===== src/rtl/rx_pkg.sv =====
// Shared constants and types for the PCIe RX framing parser.
package rx_pkg;

  localparam int unsigned DATA_BYTES_DEF = 64;

  // 8b/10b framing and ordered-set K-symbols.
  localparam logic [7:0] K_STP = 8'hFB;
  localparam logic [7:0] K_SDP = 8'h5C;
  localparam logic [7:0] K_END = 8'hFD;
  localparam logic [7:0] K_EDB = 8'hFE;
  localparam logic [7:0] K_COM = 8'hBC;
  localparam logic [7:0] K_SKP = 8'h1C;
  localparam logic [7:0] K_PAD = 8'hF7;

  localparam logic [2:0] GEN1 = 3'd1;
  localparam logic [2:0] GEN2 = 3'd2;
  localparam logic [2:0] GEN3 = 3'd3;
  localparam logic [2:0] GEN4 = 3'd4;
  localparam logic [2:0] GEN5 = 3'd5;

  typedef enum logic [1:0] {
    ST_IDLE    = 2'd0,
    ST_IN_TLP  = 2'd1,
    ST_IN_DLLP = 2'd2
  } state_t;

  // Only Gen1/Gen2 carry 8b/10b framing symbols.
  function automatic logic is_8b10b(input logic [2:0] gen);
    return (gen == GEN1) || (gen == GEN2);
  endfunction

endpackage


===== src/rtl/rx_framing_byte_step.sv =====
// One byte of the framing scan: next state and per-byte mask bits.
module rx_framing_byte_step
  import rx_pkg::*;
(
  input  state_t     i_state,
  input  logic [7:0] i_byte,
  input  logic       i_k,
  output state_t     o_state,
  output logic       o_sop_tlp,
  output logic       o_sop_dllp,
  output logic       o_eop,
  output logic       o_nullify,
  output logic       o_pkt,
  output logic       o_err
);

  always_comb begin
    o_state    = i_state;
    o_sop_tlp  = 1'b0;
    o_sop_dllp = 1'b0;
    o_eop      = 1'b0;
    o_nullify  = 1'b0;
    o_pkt      = 1'b0;
    o_err      = 1'b0;
    if (!i_k) begin
      o_pkt = (i_state != ST_IDLE);
    end else if (i_byte == K_STP) begin
      // A start inside a packet aborts the old one but is still accepted.
      o_err     = (i_state != ST_IDLE);
      o_sop_tlp = 1'b1;
      o_pkt     = 1'b1;
      o_state   = ST_IN_TLP;
    end else if (i_byte == K_SDP) begin
      o_err      = (i_state != ST_IDLE);
      o_sop_dllp = 1'b1;
      o_pkt      = 1'b1;
      o_state    = ST_IN_DLLP;
    end else if (i_state == ST_IDLE) begin
      o_err = (i_byte == K_END) || (i_byte == K_EDB);
    end else if (i_byte == K_END) begin
      o_eop   = 1'b1;
      o_pkt   = 1'b1;
      o_state = ST_IDLE;
    end else if ((i_byte == K_EDB) && (i_state == ST_IN_TLP)) begin
      o_nullify = 1'b1;
      o_pkt     = 1'b1;
      o_state   = ST_IDLE;
    end else begin
      o_err   = 1'b1;
      o_state = ST_IDLE;
    end
  end

endmodule


===== src/rtl/rx_framing_parser.sv =====
// PCIe RX framing parser: per-byte packet masks for Gen1/2, pass-through for Gen3+.
// Optional error counter enabled by defining RX_FRAMING_ERRCNT_EN.
module rx_framing_parser
  import rx_pkg::*;
#(
  parameter int unsigned DATA_BYTES = DATA_BYTES_DEF
) (
  input  logic                    clk,
  input  logic                    reset,
  input  logic [2:0]              GEN,
  input  logic                    in_valid,
  input  logic [8*DATA_BYTES-1:0] in_data,
  input  logic [DATA_BYTES-1:0]   in_datak,
  output logic                    out_valid,
  output logic [8*DATA_BYTES-1:0] out_data,
  output logic [DATA_BYTES-1:0]   out_datak,
  output logic [DATA_BYTES-1:0]   sop_tlp_mask,
  output logic [DATA_BYTES-1:0]   sop_dllp_mask,
  output logic [DATA_BYTES-1:0]   eop_mask,
  output logic [DATA_BYTES-1:0]   nullify_mask,
  output logic [DATA_BYTES-1:0]   pkt_mask,
  output logic                    framing_err,
  output logic [1:0]              pkt_state
`ifdef RX_FRAMING_ERRCNT_EN
  ,
  input  logic                    err_count_clr,
  output logic [15:0]             err_count
`endif
);

  state_t                  r_state;
  logic [2:0]              r_gen_prev;
  logic                    r_valid;
  logic [8*DATA_BYTES-1:0] r_data;
  logic [DATA_BYTES-1:0]   r_datak;
  logic [DATA_BYTES-1:0]   r_sop_tlp;
  logic [DATA_BYTES-1:0]   r_sop_dllp;
  logic [DATA_BYTES-1:0]   r_eop;
  logic [DATA_BYTES-1:0]   r_nullify;
  logic [DATA_BYTES-1:0]   r_pkt;
  logic                    r_err;

  state_t                  w_chain [DATA_BYTES+1];
  logic [DATA_BYTES-1:0]   w_sop_tlp;
  logic [DATA_BYTES-1:0]   w_sop_dllp;
  logic [DATA_BYTES-1:0]   w_eop;
  logic [DATA_BYTES-1:0]   w_nullify;
  logic [DATA_BYTES-1:0]   w_pkt;
  logic [DATA_BYTES-1:0]   w_err;
  logic                    w_framed;
  logic                    w_beat_err;

  // A generation change drops any packet in flight without flagging it.
  assign w_chain[0]  = (GEN != r_gen_prev) ? ST_IDLE : r_state;
  assign w_framed    = is_8b10b(GEN);
  assign w_beat_err  = in_valid && w_framed && (|w_err);

  for (genvar gi = 0; gi < DATA_BYTES; gi++) begin : g_step
    rx_framing_byte_step u_step (
      .i_state    (w_chain[gi]),
      .i_byte     (in_data[8*gi +: 8]),
      .i_k        (in_datak[gi]),
      .o_state    (w_chain[gi+1]),
      .o_sop_tlp  (w_sop_tlp[gi]),
      .o_sop_dllp (w_sop_dllp[gi]),
      .o_eop      (w_eop[gi]),
      .o_nullify  (w_nullify[gi]),
      .o_pkt      (w_pkt[gi]),
      .o_err      (w_err[gi])
    );
  end

  always_ff @(posedge clk or negedge reset) begin
    if (!reset) begin
      r_state    <= ST_IDLE;
      r_gen_prev <= 3'd0;
      r_valid    <= 1'b0;
      r_data     <= '0;
      r_datak    <= '0;
      r_sop_tlp  <= '0;
      r_sop_dllp <= '0;
      r_eop      <= '0;
      r_nullify  <= '0;
      r_pkt      <= '0;
      r_err      <= 1'b0;
    end else begin
      r_valid    <= in_valid;
      r_sop_tlp  <= '0;
      r_sop_dllp <= '0;
      r_eop      <= '0;
      r_nullify  <= '0;
      r_pkt      <= '0;
      r_err      <= 1'b0;
      if (in_valid) begin
        r_data     <= in_data;
        r_datak    <= in_datak;
        r_gen_prev <= GEN;
        if (w_framed) begin
          r_sop_tlp  <= w_sop_tlp;
          r_sop_dllp <= w_sop_dllp;
          r_eop      <= w_eop;
          r_nullify  <= w_nullify;
          r_pkt      <= w_pkt;
          r_err      <= |w_err;
          r_state    <= w_chain[DATA_BYTES];
        end else begin
          r_state <= ST_IDLE;
        end
      end
    end
  end

  assign out_valid     = r_valid;
  assign out_data      = r_data;
  assign out_datak     = r_datak;
  assign sop_tlp_mask  = r_sop_tlp;
  assign sop_dllp_mask = r_sop_dllp;
  assign eop_mask      = r_eop;
  assign nullify_mask  = r_nullify;
  assign pkt_mask      = r_pkt;
  assign framing_err   = r_err;
  assign pkt_state     = r_state;

`ifdef RX_FRAMING_ERRCNT_EN
  logic [15:0] r_err_count;

  // Counts in step with framing_err; clear wins and the count saturates.
  always_ff @(posedge clk or negedge reset) begin
    if (!reset) begin
      r_err_count <= 16'd0;
    end else if (err_count_clr) begin
      r_err_count <= 16'd0;
    end else if (w_beat_err && (r_err_count != 16'hFFFF)) begin
      r_err_count <= r_err_count + 16'd1;
    end
  end

  assign err_count = r_err_count;
`endif

endmodule


===== config.mk =====
export PLATFORM = sky130hd
export DESIGN_NAME = rx_framing_parser
export DESIGN_NICKNAME = d
export VERILOG_FILES = /design/src/rtl/rx_pkg.sv /design/src/rtl/rx_framing_byte_step.sv /design/src/rtl/rx_framing_parser.sv
export SDC_FILE = /design/constraint.sdc
export NUM_CORES = 2
export LEC_CHECK = 0
export ABC_AREA = 1
export CAP_MARGIN = 10
export CELL_PAD_IN_SITES_DETAIL_PLACEMENT = 1
export CELL_PAD_IN_SITES_GLOBAL_PLACEMENT = 2
export CORE_AREA = 2 2 576 578
export DETAILED_ROUTE_END_ITERATION = 12
export DIE_AREA = 0 0 578 580
export GPL_TIMING_DRIVEN = 0
export PLACE_DENSITY_LB_ADDON = 0.3
export SLEW_MARGIN = 20
export SYNTH_ARGS = -nofsm -noshare
export SYNTH_HDL_FRONTEND = slang
export SYNTH_SLANG_ARGS = --single-unit

===== constraint.sdc =====
create_clock -name clk -period 7.95 [get_ports clk]
set_input_delay 0.795 -clock clk [delete_from_list [all_inputs] [get_ports clk]]
set_output_delay 0.795 -clock clk [all_outputs]
set_load 0.02 [all_outputs]

After elaboration in Yosys (flattened, before gate mapping) --
Index checks and enable logic that the tools add are counted.
Operators by class: eq/ne operators 323, mux-type cells 1998, reductions and logical operators 258
Operators with widths (count):
- 2-to-1 mux 1 bit | 1730
- == test 8 bit (second input constant) | 192
- 2-to-1 mux 64 bit | 10
- 2-to-1 mux 2 bit | 258
- == test 8 x 7 -> 1 bit (second input constant) | 64
- == test 2 x 1 -> 1 bit (second input constant) | 64
- zero test 2 bit | 64
- nonzero test 2 bit | 64
- logical OR 1 bit | 65
- logical AND 1 bit | 64
- OR reduction 64 bit | 1
- == test 3 x 1 -> 1 bit (second input constant) | 1
- == test 3 x 2 -> 1 bit (second input constant) | 1
- inequality test 3 bit | 1
Storage, ports and cells: register bits 903, input bits 582, output and inout bits 900, logic and storage cells 2590

Logic depth before layout (Yosys ltp) --
depth after elaboration 328, mapped depth 135, depth with buffers taken out 135

Cells and area by module --
A second synthesis with hierarchy kept.
Second synthesis, totals: cells, all modules 6530, area total of the unflattened synthesis 45511.1 µm²
Modules (own cells, without submodules):
- rx_framing_parser | instances 1, cells an instance 3523, area each 32598.8 µm²
- rx_framing_byte_step (g_step[0].u_step ...) | instances 63, cells an instance 47, area each 201.4 µm²
- rx_framing_byte_step (g_step[51].u_step) | instances 1, cells an instance 46, area each 221.5 µm²

Worst setup path after synthesis --
OpenSTA, ideal clock, no wires.
path type input to register, start point in in_data[9], end point reg r_err (netlist: framing_err), setup time 0.116 ns, arrival 8.651 ns, data required time 7.834 ns, path slack -0.817 ns, cell stages on the path 132, buffers on the path 0, cell sequence inv_2 > nand4_1 > nor4_1 > nand2_1 > nand2_2 > nand2_1 > nand2_2 > nand2_2 > nand2_2 > nand2_1 > nand2_2 > nand2_2 > nand2_2 > nand2_2 > nand2_4 > nand2_2 > nand2_2 > nand2_1 > (+96 left out) > nand2_2 > nand2_2 > nand2_2 > nand2_2 > nand2_2 > nand2_1 > nand3_1 > nand2_1 > nand2_2 > nand3_2 > nand2_1 > inv_2 > nand2_4 > nand2_2 > nand3_2 > nand2_1 > nand2_1 > nand2_1
Between the ends: word-level cells in the longest chain between the ends 320, elaborated cells between the ends (all ways) 882, those cells by class 66 x eq/ne; 627 x mux; 189 x reduce/logical
Ends and longest elaborated chain:
- start: declaration | RTL line rx_framing_parser.sv:12 | input logic [8*DATA_BYTES-1:0] in_data,
- == test 8 x 7 -> 1 bit | RTL line rx_framing_byte_step.sv:33 | end else if (i_byte == K_SDP) begin
- 2-to-1 mux 2 bit | RTL line rx_framing_byte_step.sv:33
- 2-to-1 mux 2 bit | RTL line rx_framing_byte_step.sv:27 | end else if (i_byte == K_STP) begin
- 2-to-1 mux 2 bit | RTL line rx_framing_byte_step.sv:25 | if (!i_k) begin
- zero test 2 bit | RTL line rx_framing_byte_step.sv:38 | end else if (i_state == ST_IDLE) begin
- 2-to-1 mux 2 bit | RTL line rx_framing_byte_step.sv:38
- 2-to-1 mux 2 bit | RTL line rx_framing_byte_step.sv:33
- 2-to-1 mux 2 bit | RTL line rx_framing_byte_step.sv:27
- (+304 left out)
- 2-to-1 mux 1 bit | RTL line rx_framing_byte_step.sv:40 | end else if (i_byte == K_END) begin
- 2-to-1 mux 1 bit | RTL line rx_framing_byte_step.sv:38
- 2-to-1 mux 1 bit | RTL line rx_framing_byte_step.sv:33
- 2-to-1 mux 1 bit | RTL line rx_framing_byte_step.sv:27
- 2-to-1 mux 1 bit | RTL line rx_framing_byte_step.sv:25
- OR reduction 64 bit (*) | RTL line rx_framing_parser.sv:104 | r_err <= |w_err;
- 2-to-1 mux 1 bit (*) | RTL line rx_framing_parser.sv:98 | if (w_framed) begin
- 2-to-1 mux 1 bit (*) | RTL line rx_framing_parser.sv:94 | if (in_valid) begin
- end signal: assignment | RTL line rx_framing_parser.sv:104
- end: declaration | RTL line rx_framing_parser.sv:41 | logic r_err;
Every way passes the cells marked *; elsewhere a longest branch is shown, timed or not. A chain may end at the register's enable or synchronous reset.

Worst setup path after layout --
start point in in_data[30], end point reg r_err (netlist: framing_err)
Between the ends: word-level cells in the longest chain between the ends 310, elaborated cells between the ends (all ways) 854, those cells by class 64 x eq/ne; 607 x mux; 183 x reduce/logical
Ends and longest elaborated chain (RTL line):
- == test 8 x 7 -> 1 bit | rx_framing_byte_step.sv:33
- 2-to-1 mux 2 bit | rx_framing_byte_step.sv:33
- 2-to-1 mux 2 bit | rx_framing_byte_step.sv:27
- 2-to-1 mux 2 bit | rx_framing_byte_step.sv:25
- zero test 2 bit | rx_framing_byte_step.sv:38
- 2-to-1 mux 2 bit | rx_framing_byte_step.sv:38
- 2-to-1 mux 2 bit | rx_framing_byte_step.sv:33
- 2-to-1 mux 2 bit | rx_framing_byte_step.sv:27
- (+294 left out)
- 2-to-1 mux 1 bit | rx_framing_byte_step.sv:40
- 2-to-1 mux 1 bit | rx_framing_byte_step.sv:38
- 2-to-1 mux 1 bit | rx_framing_byte_step.sv:33
- 2-to-1 mux 1 bit | rx_framing_byte_step.sv:27
- 2-to-1 mux 1 bit | rx_framing_byte_step.sv:25
- OR reduction 64 bit (*) | rx_framing_parser.sv:104
- 2-to-1 mux 1 bit (*) | rx_framing_parser.sv:98
- 2-to-1 mux 1 bit (*) | rx_framing_parser.sv:94
Marks and branches as above.

==> flow_summary.ini <==
[outcome]
status = complete, but fails checks
violated_checks = setup timing

[pwr]
static-leakage-power_nw = 32.2
total_power_draw_mw = 14.1
vdd_ir_drop_max_uv = 125
power-per-cell-area_nw_per_um2 = 199

[clock_tree]
tritoncts_clock_tree = done
h-tree-depth = 4
tritoncts.num_buffers = 143
clk_transition_reported_paths_ps = 60
cts_root_buf = sky130_fd_sc_hd__clkbuf_16
cts.path.max_buffers = 4
worst_skew_pair.late_latency_ps = 810
clock_sink_count = 903

[synthesis]
async_set_reset_flop_share_out_of_synthesis_pct = 100
syn-cell-area_um2 = 41700
synthMuxAreaShare_pct = 0
flops_latches_synth = 903
netlist_instances = 5291
synth_xor_xnor_area_share_pct = 0.0210
avgSynthCellArea_um2 = 7.88
yosys.area.top_type = sky130_fd_sc_hd__dfrtp_1
synth_seq_area_share_pct = 54.2
count_of_unique_library_cells_instantiated_by_yosys = 42
post_synth_adder_cell_area_pct = 0
synth_top_family_by_area = simple AND/OR/NAND/NOR gates
syn_nets = 5873
synth_top_cells_by_area = sky130_fd_sc_hd__dfrtp_1 54%, sky130_fd_sc_hd__nand2_1 17%, sky130_fd_sc_hd__inv_1 5.2%
synth-simple-area-share_pct = 34.3
synth_edf_count = 0
synthDominantCellAreaShare_pct = 54.2
yosys_most_used_dff = sky130_fd_sc_hd__dfrtp_1
synth.yosys.warnings = 0
synth-compound-area-share_pct = 4.82

[grt]
grt_overflow_total = 0
grt_antenna_before_repair = 111
grt_start_max_net_pins = 123
global_route.usage.total_pct = 18.7
grt_pass1_wl_um = 428000
via_count_of_the_first_global_routing_pass = 47936

[drt]
detail_route.drc_violations = 0
antenna_left = 0
drt_iter0_markers = 1934
drt_wl_total_um = 324000
first_pass_iters = 5
num_vias = 45038
post_drt_via_cell_ratio = 3.88
routed_wire_length_per_instance_um = 27.9

[timing]
rsz0062_at_grt = yes
fin_worst_skew_ps = 45.2
setup_tns_ps = -130240
final_hold_violations = 0
timing.fmax_mhz = 83.9
setup-violations-final = 73
tightest_slew_ps = 1270
slew_headroom_pct = 14.8
finalCritPeriodShare_pct = 150
layout_setup_ws_ps = -3970
period_needed_ps = 11920
hold-worst-slack_ps = 467
timing_max_transition_violations_final = 0

[place]
placedInstanceArea_um2 = 62800
final_weighted_congestion_in_routability_driven_placement = 0.878
post-place-cells = 11164
port_buffers = 1481
place_worst_setup_slack_ps = -7230
hpwlAfterDp_um = 270000

[hold_path]
timing.hold.worst.start = out_data[20]$_DFFE_PN0P_
path_category_of_the_worst_min_delay_check = reg -> reg

[setup_path]
cp.buffers_inverters = 4
critPathSlowestCell = sky130_fd_sc_hd__clkdlybuf4s50_1
crit_type = in -> reg
reg2reg_from = r_gen_prev[2]$_DFFE_PN0P_
critical_path.top_delay_family = simple AND/OR/NAND/NOR gates
required_ps = 8630
worstSetupEndpointType = flop
critical_path.max_stage_delay_ps = 680
timing.critical_path.mode_cell = sky130_fd_sc_hd__nor2_1
startpoint = in_data[30]
timing.critical_path.from_type = primary input
max_fanout_on_critical_path = 3
worst-endpoint-arrival_ps = 12600

[finish]
final-instance-count-excl-fill = 11605
drive_above_1_share_pct = 12.8
final_core_utilization_pct = 21.5
areaGrowthSynthToFinish_pct = 69.6
final_nets = 7682
fill_cells = 38688
most_frequent_cells_in_the_layout = 1753 x sky130_fd_sc_hd__nand2_1, 1474 x sky130_fd_sc_hd__clkdlybuf4s50_1, 903 x sky130_fd_sc_hd__dfrtp_1
final_cell_area_um2 = 70700
mostFrequentLayoutCell = sky130_fd_sc_hd__nand2_1

[flow_run]
cap_violations = 0

[floorplanning]
initial_core_util_pct = 12.7
design.core.area_um2 = 329000
die_width_um = 578
ios = 1482
fp.dieH_um = 580
die_area_um2 = 335000
fp-row-count = 211
-- cell families after synthesis --
| logic type | Yosys count |
|---|---|
| AND/OR/NAND/NOR | 3303 |
| XOR/XNOR | 1 |
| buffers and inverters | 739 |
| flip-flops | 903 |
| AO/OA/AOI/OAI | 345 |
-- worst paths after layout --
kind	endpoint	slack, ps	cells past startpoint
min	out_data[20]$_DFFE_PN0P_	470	2
max in group asynchronous	sop_tlp_mask[60]$_DFF_PN0_	4640	6
max reg2reg	framing_err$_DFF_PN0_	-3770	90
min in group asynchronous	out_data[191]$_DFFE_PN0P_	540	2
max	framing_err$_DFF_PN0_	-3970	84
min reg2reg	out_data[20]$_DFFE_PN0P_	470	2
-- sequential cells by signal, indices dropped and copies added (netlist names) --
signal         flops
framing_err        1
pkt_mask          64
eop_mask          64
nullify_mask      64
out_data         512
out_valid          1
r_gen_prev         3
sop_tlp_mask      64
sop_dllp_mask     64
out_datak         64
pkt_state          2
-- cell usage after synthesis (10+ instances only) --
master and n:
sky130_fd_sc_hd__nand3_1 143, sky130_fd_sc_hd__dfrtp_1 903, sky130_fd_sc_hd__or2_2 19, sky130_fd_sc_hd__nor4_1 200, sky130_fd_sc_hd__a21oi_1 19, sky130_fd_sc_hd__and3_1 37, sky130_fd_sc_hd__nor3b_1 10, sky130_fd_sc_hd__o211ai_1 61
sky130_fd_sc_hd__and2_1 19, sky130_fd_sc_hd__clkbuf_1 147, sky130_fd_sc_hd__nand4_1 128, sky130_fd_sc_hd__o21ai_0 217, sky130_fd_sc_hd__inv_1 576, sky130_fd_sc_hd__nor2_1 501, sky130_fd_sc_hd__nand2_2 148, sky130_fd_sc_hd__nor3_1 175
sky130_fd_sc_hd__nand2_1 1906
-- area by class of cell --
cell class	instances	area, um2	area share [%]
repair buffers	1664	16800	23.7
clock buffers	216	4240	5.99
multi-input cells	3649	18400	26.0
clock inverters	33	320	0.453
inverters	586	2250	3.18
plain buffers	153	641	0.906
flip-flops and latches	903	22600	31.9
diodes	35	87.6	0.124
well taps	4366	5460	7.72
-- repair_timing --
| action | in CTS | in global routing |
|---|---|---|
| gates resized for setup | 240 | 298 |
| hold buffers | 1 | 0 |
| buffers inserted | 85 | 78 |
| hold endpoints to repair | 73 | 0 |
| cloned | 0 | 0 |
| setup endpoints to repair | 84 | 88 |
| pin swaps | 82 | 150 |
-- routing by layer --
metal / GRT usage [%] / vias to the layer above / part of all wire (%) / wire [um]
met5: 0 / - / 0.027 / 86
met4: 5.15 / 14 / 3.0 / 9710
met3: 6.73 / 427 / 8.9 / 28700
met2: 32.8 / 1484 / 49 / 159000
met1: 21.0 / 22476 / 39 / 126000
li1: - / 20637 / - / -
-- worst min-delay path, stage by stage (launching register included) --
cell,delay (ps)
sky130_fd_sc_hd__dfrtp_1,340
sky130_fd_sc_hd__nand2_1,50
sky130_fd_sc_hd__nand2_1,50
-- report_power, final --
part	internal (mW)	switching (mW)
registers	4.87	0.170
logic	1.01	1.64
clock network	3.80	2.57
Note: power is estimated with default switching activity, not from simulation.
